==> src/rtl/conv_pkg.sv <==
// Shared state type and sizing helpers for the byte-to-bit gearbox.
package conv_pkg;

    typedef enum logic {
        STREAM = 1'b0,
        DRAIN  = 1'b1
    } b2b_state_e;

    function automatic int buf_w(input int in_bytes, input int out_bits);
        return 8 * in_bytes + 2 * out_bits - 1;
    endfunction

    function automatic int cnt_w(input int in_bytes, input int out_bits);
        return $clog2(buf_w(in_bytes, out_bits) + 1);
    endfunction

endpackage

==> src/rtl/bytes2bits_gearbox.sv <==
// Streaming gearbox: LSB-first byte beats re-sliced into OUT_BITS-wide words.
// A final partial word is zero-padded and tagged last.
module bytes2bits_gearbox
    import conv_pkg::*;
#(
    parameter int IN_BYTES = 4,
    parameter int OUT_BITS = 12
) (
    input  logic                          clk,
    input  logic                          rst,
    input  logic                          in_valid,
    output logic                          in_ready,
    input  logic [IN_BYTES-1:0][7:0]      in_bytes,
    input  logic [$clog2(IN_BYTES+1)-1:0] in_nbytes,
    input  logic                          in_last,
    output logic                          out_valid,
    input  logic                          out_ready,
    output logic [OUT_BITS-1:0]           out_data,
    output logic                          out_last
);

    localparam int IN_W  = 8 * IN_BYTES;
    localparam int BUF_W = buf_w(IN_BYTES, OUT_BITS);
    localparam int CNT_W = cnt_w(IN_BYTES, OUT_BITS);

    localparam logic [CNT_W-1:0] OUT_CNT  = CNT_W'(OUT_BITS);
    localparam logic [CNT_W-1:0] HIGH_CNT = CNT_W'(2 * OUT_BITS);

    logic [BUF_W-1:0] buf_q, buf_d;
    logic [CNT_W-1:0] cnt_q, cnt_d;
    b2b_state_e       state_q, state_d;

    logic             in_fire;
    logic             out_fire;
    logic [CNT_W-1:0] take;
    logic [CNT_W-1:0] cnt_kept;
    logic [CNT_W-1:0] in_bits;
    logic [BUF_W-1:0] buf_kept;
    logic [BUF_W-1:0] append;
    logic [IN_W-1:0]  in_masked;

    // Handshake outputs come from registered state only; rst gates in_ready directly.
    assign in_ready  = !rst && (state_q == STREAM) && (cnt_q < HIGH_CNT);
    assign out_valid = (cnt_q >= OUT_CNT) || ((state_q == DRAIN) && (cnt_q != '0));
    assign out_data  = buf_q[OUT_BITS-1:0];
    assign out_last  = out_valid && (state_q == DRAIN) && (cnt_q <= OUT_CNT);

    assign in_fire  = in_valid && in_ready;
    assign out_fire = out_valid && out_ready;

    always_comb begin
        in_masked = '0;
        for (int i = 0; i < IN_BYTES; i++) begin
            in_masked[i*8 +: 8] = (i < int'(in_nbytes)) ? in_bytes[i] : 8'h00;
        end
    end

    always_comb begin
        take = '0;
        if (out_fire) begin
            take = (cnt_q < OUT_CNT) ? cnt_q : OUT_CNT;
        end
        cnt_kept = cnt_q - take;
        buf_kept = buf_q >> take;
        in_bits  = CNT_W'({in_nbytes, 3'b000});
        append   = BUF_W'(in_masked) << cnt_kept;
    end

    always_comb begin
        buf_d   = buf_kept;
        cnt_d   = cnt_kept;
        state_d = state_q;
        if (in_fire) begin
            buf_d = buf_kept | append;
            cnt_d = cnt_kept + in_bits;
            if (in_last) begin
                state_d = DRAIN;
            end
        end
        // The last word empties the buffer; in_fire cannot coincide since DRAIN blocks input.
        if (out_fire && out_last) begin
            state_d = STREAM;
            cnt_d   = '0;
            buf_d   = '0;
        end
    end

    always_ff @(posedge clk or posedge rst) begin
        if (rst) begin
            buf_q   <= '0;
            cnt_q   <= '0;
            state_q <= STREAM;
        end else begin
            buf_q   <= buf_d;
            cnt_q   <= cnt_d;
            state_q <= state_d;
        end
    end

endmodule

==> config.mk <==
export PLATFORM = sky130hd
export DESIGN_NAME = bytes2bits_gearbox
export DESIGN_NICKNAME = d
export VERILOG_FILES = /design/src/rtl/conv_pkg.sv /design/src/rtl/bytes2bits_gearbox.sv
export SDC_FILE = /design/constraint.sdc
export NUM_CORES = 1
export LEC_CHECK = 0
export ABC_AREA = 1
export ABC_CLOCK_PERIOD_IN_PS = 5900
export BUFFER_PORTS_ARGS = -buffer_cell sky130_fd_sc_hd__buf_2
export CAP_MARGIN = 0
export CORE_MARGIN = 5
export CORE_UTILIZATION = 55
export DETAILED_ROUTE_END_ITERATION = 10
export HOLD_SLACK_MARGIN = 0.08
export PLACE_DENSITY = 0.73
export SETUP_SLACK_MARGIN = 0.5
export SLEW_MARGIN = 30
export SYNTH_ARGS = -nofsm -noshare
export SYNTH_HDL_FRONTEND = slang
export SYNTH_SLANG_ARGS = --single-unit
==> constraint.sdc <==
create_clock -name clk -period 5.9 [get_ports clk]
set_input_delay 0.295 -clock clk [delete_from_list [all_inputs] [get_ports clk]]
set_output_delay 0.295 -clock clk [all_outputs]
set_load 0.02 [all_outputs]
==> flow_summary.yaml, run 1 <==
synth:
  synth_top_flop_cell: "dfrtp_1"
  synth_mux_area_share_pct: 0
  synth_top_area_share_pct: 29.26
  synth_cell_type_count: 41
  synth_edf_count: 0
  ys_seq_area_share_pct: 18.29
  synth_fa_ha_area_share_pct: 1.357
  ys_warn_count: 0
  yosys.area_share.xor_xnor_pct: 0.5161
  synth_compound_area_share_pct: 6.312
  async_flop_share_pct: 100.0
  ys_ff_latch: 62
  synth_area_um2: 8484
  yosys.area.top_type: "nand3_1"
  synth_nets: 1567
  avgSynthCellArea_um2: 5.586
  postSynthCellCount: 1519
  yosys.area_share.simple_pct: 60.30
  synth_top_family_by_area: "simple AND/OR/NAND/NOR gates"
  synthTopCellsByArea: "nand3_1 29%, nand2_1 22%, dfrtp_1 18%, nand4_1 4.3%, inv_1 4.1%"
cells_and_area:
  area_delta_synth_final_pct: 3.613
  seq_area_um2: 1551
  finish.utilization_pct: 58.04
  fill_cells: 1588
  finalNonFillerCells: 1674
  antenna_cells: 0
  drive_gt1_share_pct: 8.950
  multiInputGateArea_um2: 5852
  layout_commonest_cell: "nand2_1"
  nets: 1529
  mostFrequentLayoutCells: "508 x nand2_1, 496 x nand3_1, 90 x inv_1"
grt:
  first_global_vias: 8934
  gr-usage-all-layers_pct: 31.49
  grt_overflow: 0
  antenna_found_initial: 0
  grt_max_degree: 70
  grt_pass1_wl_mm: 46.12
placed_design:
  place_inst: 1658
  gp_congestion: 1.025
  dp_hpwl_mm: 21.22
  dp_slack_ns: 1.653
  numPortBuffers: 54
clock_network:
  worstSkewPairLatency_ns: 0.34
  post_cts_buffers: 0
  clk_pin_slew_ns: 0.06
  cts_tree: "yes"
  cts.sinks: 62
  root_buffer: "clkbuf_16"
  htree_levels: 3
  cts-resized-gates: 0
  hold_buffers: 0
  clk_path_buf_depth: 2
  numCtsBuffers: 9
sta:
  post-route-min-period_ns: 4.258
  hold_viol: 0
  fmax_mhz: 234.9
  fin_ws_ns: 1.642
  skew_ns: 0.01031
  drv_slew: 0
  slew_headroom_pct: 35.98
  finalSetupViolations: 0
  worstMarginPinSlew_ns: 0.9592
  finalSetupTns_ns: 0
  fin_crit_sh_pct: 72.16
  rsz0062_at_grt: "false"
critical_path:
  crit_slowest_cell: "fa_1"
  cpMostUsedCell: "nand2_1"
  cp-end-kind: "flip-flop"
  critPathRequiredTime_ns: 6.16
  critical_path_class: "reg -> reg"
  critical-path-top-delay-family: "simple AND/OR/NAND/NOR gates"
  path_max_fanout: 41
  startpoint_type: "flip-flop"
  worstPathArrival_ns: 4.51
  path_buf_inv: 5
  worstPathCellList: "nand2_1, nand2_4, inv_4, nand2_4, nand3_4, inv_2, ha_1, inv_1, fa_1, nand3_1, nand2_2, xor2_4, buf_4, inv_2, nor2_2, nand3_1, nand2_1, nand2_1, a21oi_1"
  cp_slowest_stage_delay_ns: 0.50
floorplanning:
  die_w_um: 134.2
  die_h_um: 134.2
  start_util_pct: 56.02
  die_area_um2: 18010
  placementRows: 45
  core-area_um2: 15150
  io_pins: 55
drt:
  routed_via_density: 6.148
  first_iter_violations: 1754
  drcViolationCount: 0
  antenna_left: 0
  totalWireLength_mm: 29.03
  first_pass_iters: 6
  via_count: 10290
  wl_per_cell_um: 17.34
min_path:
  hp-class: "in -> reg"
run_status:
  outcome: "complete, no violations"
run:
  cap_violations: 0
-- routing by layer --
| metal | up-vias | share of wire, % | track usage (%) |
|---|---|---|---|
| met4 | 0 | 2.8 | 9.389 |
| met5 | - | 0 | 0 |
| li1 | 5014 | - | - |
| met3 | 65 | 10 | 6.489 |
| met2 | 598 | 44 | 47.91 |
| met1 | 4614 | 43 | 45.03 |
-- through the flow --
stage          hold slack, ns  area (µm²)
3_5_place_dp           0.6011        8457
5_1_grt                0.2836        8791
4_1_cts                0.2559        8791
3_3_place_gp           0.5761        8457
2_1_floorplan          0.4800        8484
6_report               0.2558        8791
-- registers in the layout (all words and copies together) (netlist names) --
name	cells
buf_q	55
cnt_q	6
state_q	1
-- worst min-delay path, cell delays in order --
cell     delay (ns)
buf_2          0.08
nand2_1        0.05
nand2_1        0.05
nand2_1        0.04
inv_1          0.04
-- cell usage after synthesis (14+ instances only) --
master	n
inv_1	93
buf_2	51
buf_4	25
buf_6	14
nand4_1	58
a21oi_1	49
nand2_1	508
clkbuf_1	31
dfrtp_1	62
o21ai_0	20
nor2_1	33
nand3_1	496
-- final timing paths --
check | depth (start not counted) | slack, ns | to | start
max in group asynchronous | 3 | 5.08 | buf_q[15]$_DFF_PP0_ | rst
min in group asynchronous | 3 | 0.27 | buf_q[44]$_DFF_PP0_ | rst
setup reg to reg | 19 | 1.64 | buf_q[40]$_DFF_PP0_ | cnt_q[3]$_DFF_PP0_
hold / removal | 5 | 0.26 | state_q$_DFFE_PP0P_ | in_last
setup / recovery | 19 | 1.64 | buf_q[40]$_DFF_PP0_ | cnt_q[3]$_DFF_PP0_
hold reg to reg | 4 | 0.65 | state_q$_DFFE_PP0P_ | state_q$_DFFE_PP0P_
-- layout make-up --
type / instances / area share (%)
clock buffer: 11 / 2.875
clock inverter: 5 / 0.9251
inverter: 103 / 4.441
multi-input combinational: 1230 / 66.57
sequential: 62 / 17.65
tap: 188 / 2.676
timing repair buffer: 75 / 4.868
-- logic make-up (layout without fill, tap and decap cells) --
group	Yosys count	count (layout)
AOI/OAI and AO/OA	96	96
buffers and inverters	227	194
adders and majority gates	8	8
xor gates and xnor gates	2	2
other	1	1
DFF	62	62
and+or+nand+nor	1123	1123
Power of run 1 is not shown: default switching activity piles up to over one toggle a cycle in this logic, so the estimate is an artifact.
==> run 2, diff against run 1 <==
--- a/config.mk
+++ b/config.mk
@@ -6,14 +6,14 @@
 export NUM_CORES = 1
 export LEC_CHECK = 0
 export ABC_AREA = 1
-export ABC_CLOCK_PERIOD_IN_PS = 5900
+export ABC_CLOCK_PERIOD_IN_PS = 3700
 export BUFFER_PORTS_ARGS = -buffer_cell sky130_fd_sc_hd__buf_2
 export CAP_MARGIN = 0
 export CORE_MARGIN = 5
 export CORE_UTILIZATION = 55
 export DETAILED_ROUTE_END_ITERATION = 10
 export HOLD_SLACK_MARGIN = 0.08
-export PLACE_DENSITY = 0.73
+export PLACE_DENSITY = 0.76
 export SETUP_SLACK_MARGIN = 0.5
 export SLEW_MARGIN = 30
 export SYNTH_ARGS = -nofsm -noshare
==> constraint.sdc (replaced) <==
create_clock -name clk -period 3.7 [get_ports clk]
set_input_delay 0.185 -clock clk [delete_from_list [all_inputs] [get_ports clk]]
set_output_delay 0.185 -clock clk [all_outputs]
set_load 0.02 [all_outputs]
==> run 2 against run 1 <==
- die area unchanged
- global-route usage grew 1.2 points
- critical endpoint is now buf_q[45]$_DFF_PP0_
- via count rose by 4.8%
- count of clock-buffer cells in the layout rose by 1
- maximum frequency increased by 34%
- worst setup slack lost 1.1 ns
- clock skew about the same
- design area rose by 5.0%
- sequential share of layout area down 0.81 points
- largest cell class unchanged
==> flow_summary.yaml, run 2 (synthesis results as in run 1) <==
run_status:
  outcome: "complete, no violations"
grt:
  grt_overflow: 0
  grt_pass1_wl_mm: 47.74
  grt_max_degree: 70
  first_global_vias: 9175
  gr-usage-all-layers_pct: 32.71
  antenna_found_initial: 0
cells_and_area:
  fill_cells: 1520
  mostFrequentLayoutCells: "503 x nand2_1, 491 x nand3_1, 90 x inv_1"
  largest_register_ffs: 55
  largest-register: "buf_q"
  finish.instance_area_um2: 9231
  antenna_cells: 0
  area_delta_synth_final_pct: 8.804
  largestRegisters: "buf_q x55, cnt_q x6, state_q x1"
  layout_commonest_cell: "nand2_1"
  nets: 1555
  drive_gt1_share_pct: 12.43
critical_path:
  crit_slowest_cell: "fa_2"
  cp-end-kind: "flip-flop"
  path_buf_inv: 4
  worstPathCellList: "nor2_4, nand2_4, nor2_4, nand3_4, inv_2, ha_1, inv_1, fa_2, inv_4, clkbuf_16, nand3_1, nand2_1, nand2_1, nand2_1, nand2_1, nand3_1, nand2_1, nand2_1, a21oi_1"
  startpoint_type: "flip-flop"
  critPathLaunch: "cnt_q[5]$_DFF_PP0_"
  cpMostUsedCell: "nand2_1"
  path_max_fanout: 9
  worstPathArrival_ns: 3.40
  r2r-start: "cnt_q[5]$_DFF_PP0_"
  critical-path-top-delay-family: "simple AND/OR/NAND/NOR gates"
  critical_path_class: "reg -> reg"
  critPathRequiredTime_ns: 3.92
  cp_slowest_stage_delay_ns: 0.61
sta:
  fin_crit_sh_pct: 85.78
  finalSetupViolations: 0
  drv_slew: 0
  fmax_mhz: 315.1
  hold_viol: 0
  post-route-min-period_ns: 3.174
  finalSetupTns_ns: 0
  rsz0062_at_grt: "true"
  slew_headroom_pct: 39.95
  skew_ns: 0.01060
  worstMarginPinSlew_ns: 0.8953
clock_network:
  htree_levels: 3
  clk_path_buf_depth: 2
  clk_pin_slew_ns: 0.06
  hold_buffers: 0
  worstSkewPairLatency_ns: 0.35
  cts.sinks: 62
  cts_tree: "yes"
  root_buffer: "clkbuf_16"
  numCtsBuffers: 9
floorplanning:
  die_w_um: 134.2
  io_pins: 55
  core-area_um2: 15150
  die_area_um2: 18010
  die_h_um: 134.2
  placementRows: 45
  start_util_pct: 56.02
drt:
  drcViolationCount: 0
  routed_via_density: 6.343
  antenna_left: 0
  first_iter_violations: 1842
  totalWireLength_mm: 30.89
  wl_per_cell_um: 18.17
  first_pass_iters: 6
  via_count: 10780
placed_design:
  gp_congestion: 1.035
  numPortBuffers: 54
  dp_hpwl_mm: 22.15
  postPlaceCellArea_um2: 8633
run:
  cap_violations: 0
min_path:
  hp-class: "in -> async"
[run 2: cell types whose count changed in the layout (fill, tap and decap cells not counted), moves of 4 or more]
cell,delta
nand3_1,-5
nand2_2,+5
nor2_2,+4
buf_4,+14
nand3_2,+5
buf_12,+7
nor2_1,-6
clkbuf_16,+4
nand2_1,-5
[run 2: cell type report]
class | count | area [µm²] | share of cell area [%]
Multi-Input combinational cell | 1230 | 5984 | 64.83
Clock inverter | 4 | 22.52 | 0.2440
Sequential cell | 62 | 1554 | 16.83
Clock buffer | 12 | 246.5 | 2.670
Inverter | 103 | 404.1 | 4.378
Timing Repair Buffer | 101 | 784.5 | 8.498
Tap cell | 188 | 235.2 | 2.548
[run 2: worst paths after layout]
kind | endpoint | slack (ns) | depth (start not counted)
worst min-delay path | buf_q[52]$_DFF_PP0_ | 0.04 | 3
worst max-delay path | buf_q[45]$_DFF_PP0_ | 0.53 | 19
worst min register to register | state_q$_DFFE_PP0P_ | 0.65 | 4
min in group clk | state_q$_DFFE_PP0P_ | 0.16 | 5
worst max register to register | buf_q[45]$_DFF_PP0_ | 0.53 | 19
max in group asynchronous | buf_q[51]$_DFF_PP0_ | 3.20 | 3
[run 2: per-layer routing]
metal | global-route usage, % | vias to the layer above | share of wire [%]
li1 | - | 5081 | -
met1 | 46.15 | 4858 | 42
met2 | 50.61 | 757 | 44
met3 | 5.739 | 87 | 11
met4 | 11.03 | 0 | 3.4
met5 | 0 | - | 0
[run 2: per-stage QoR]
stage          instances  hold slack [ns]  utilization, %  setup WS (ns)
2_1_floorplan       1519           0.3700               -         0.4626
3_3_place_gp        1670           0.4888           57.00         0.3725
3_5_place_dp        1670           0.5066           57.00         0.2725
4_1_cts             1686           0.1559           59.04         0.5010
5_1_grt             1700           0.1259           60.95         0.4254
6_report            1700          0.04148           60.95         0.5260
[run 2: what timing repair did]
item	CTS	global route
endpoints found under the setup margin	46	57
hold endpoints to repair	0	0
setup buffers	0	10
pin swaps	0	3
resized for setup	12	29
gates cloned	0	4
[run 2: worst min-delay path, stage by stage]
cell and delay [ns]:
buf_2 0.10, inv_2 0.08, buf_6 0.48
Power of run 2 is left out for the same reason.
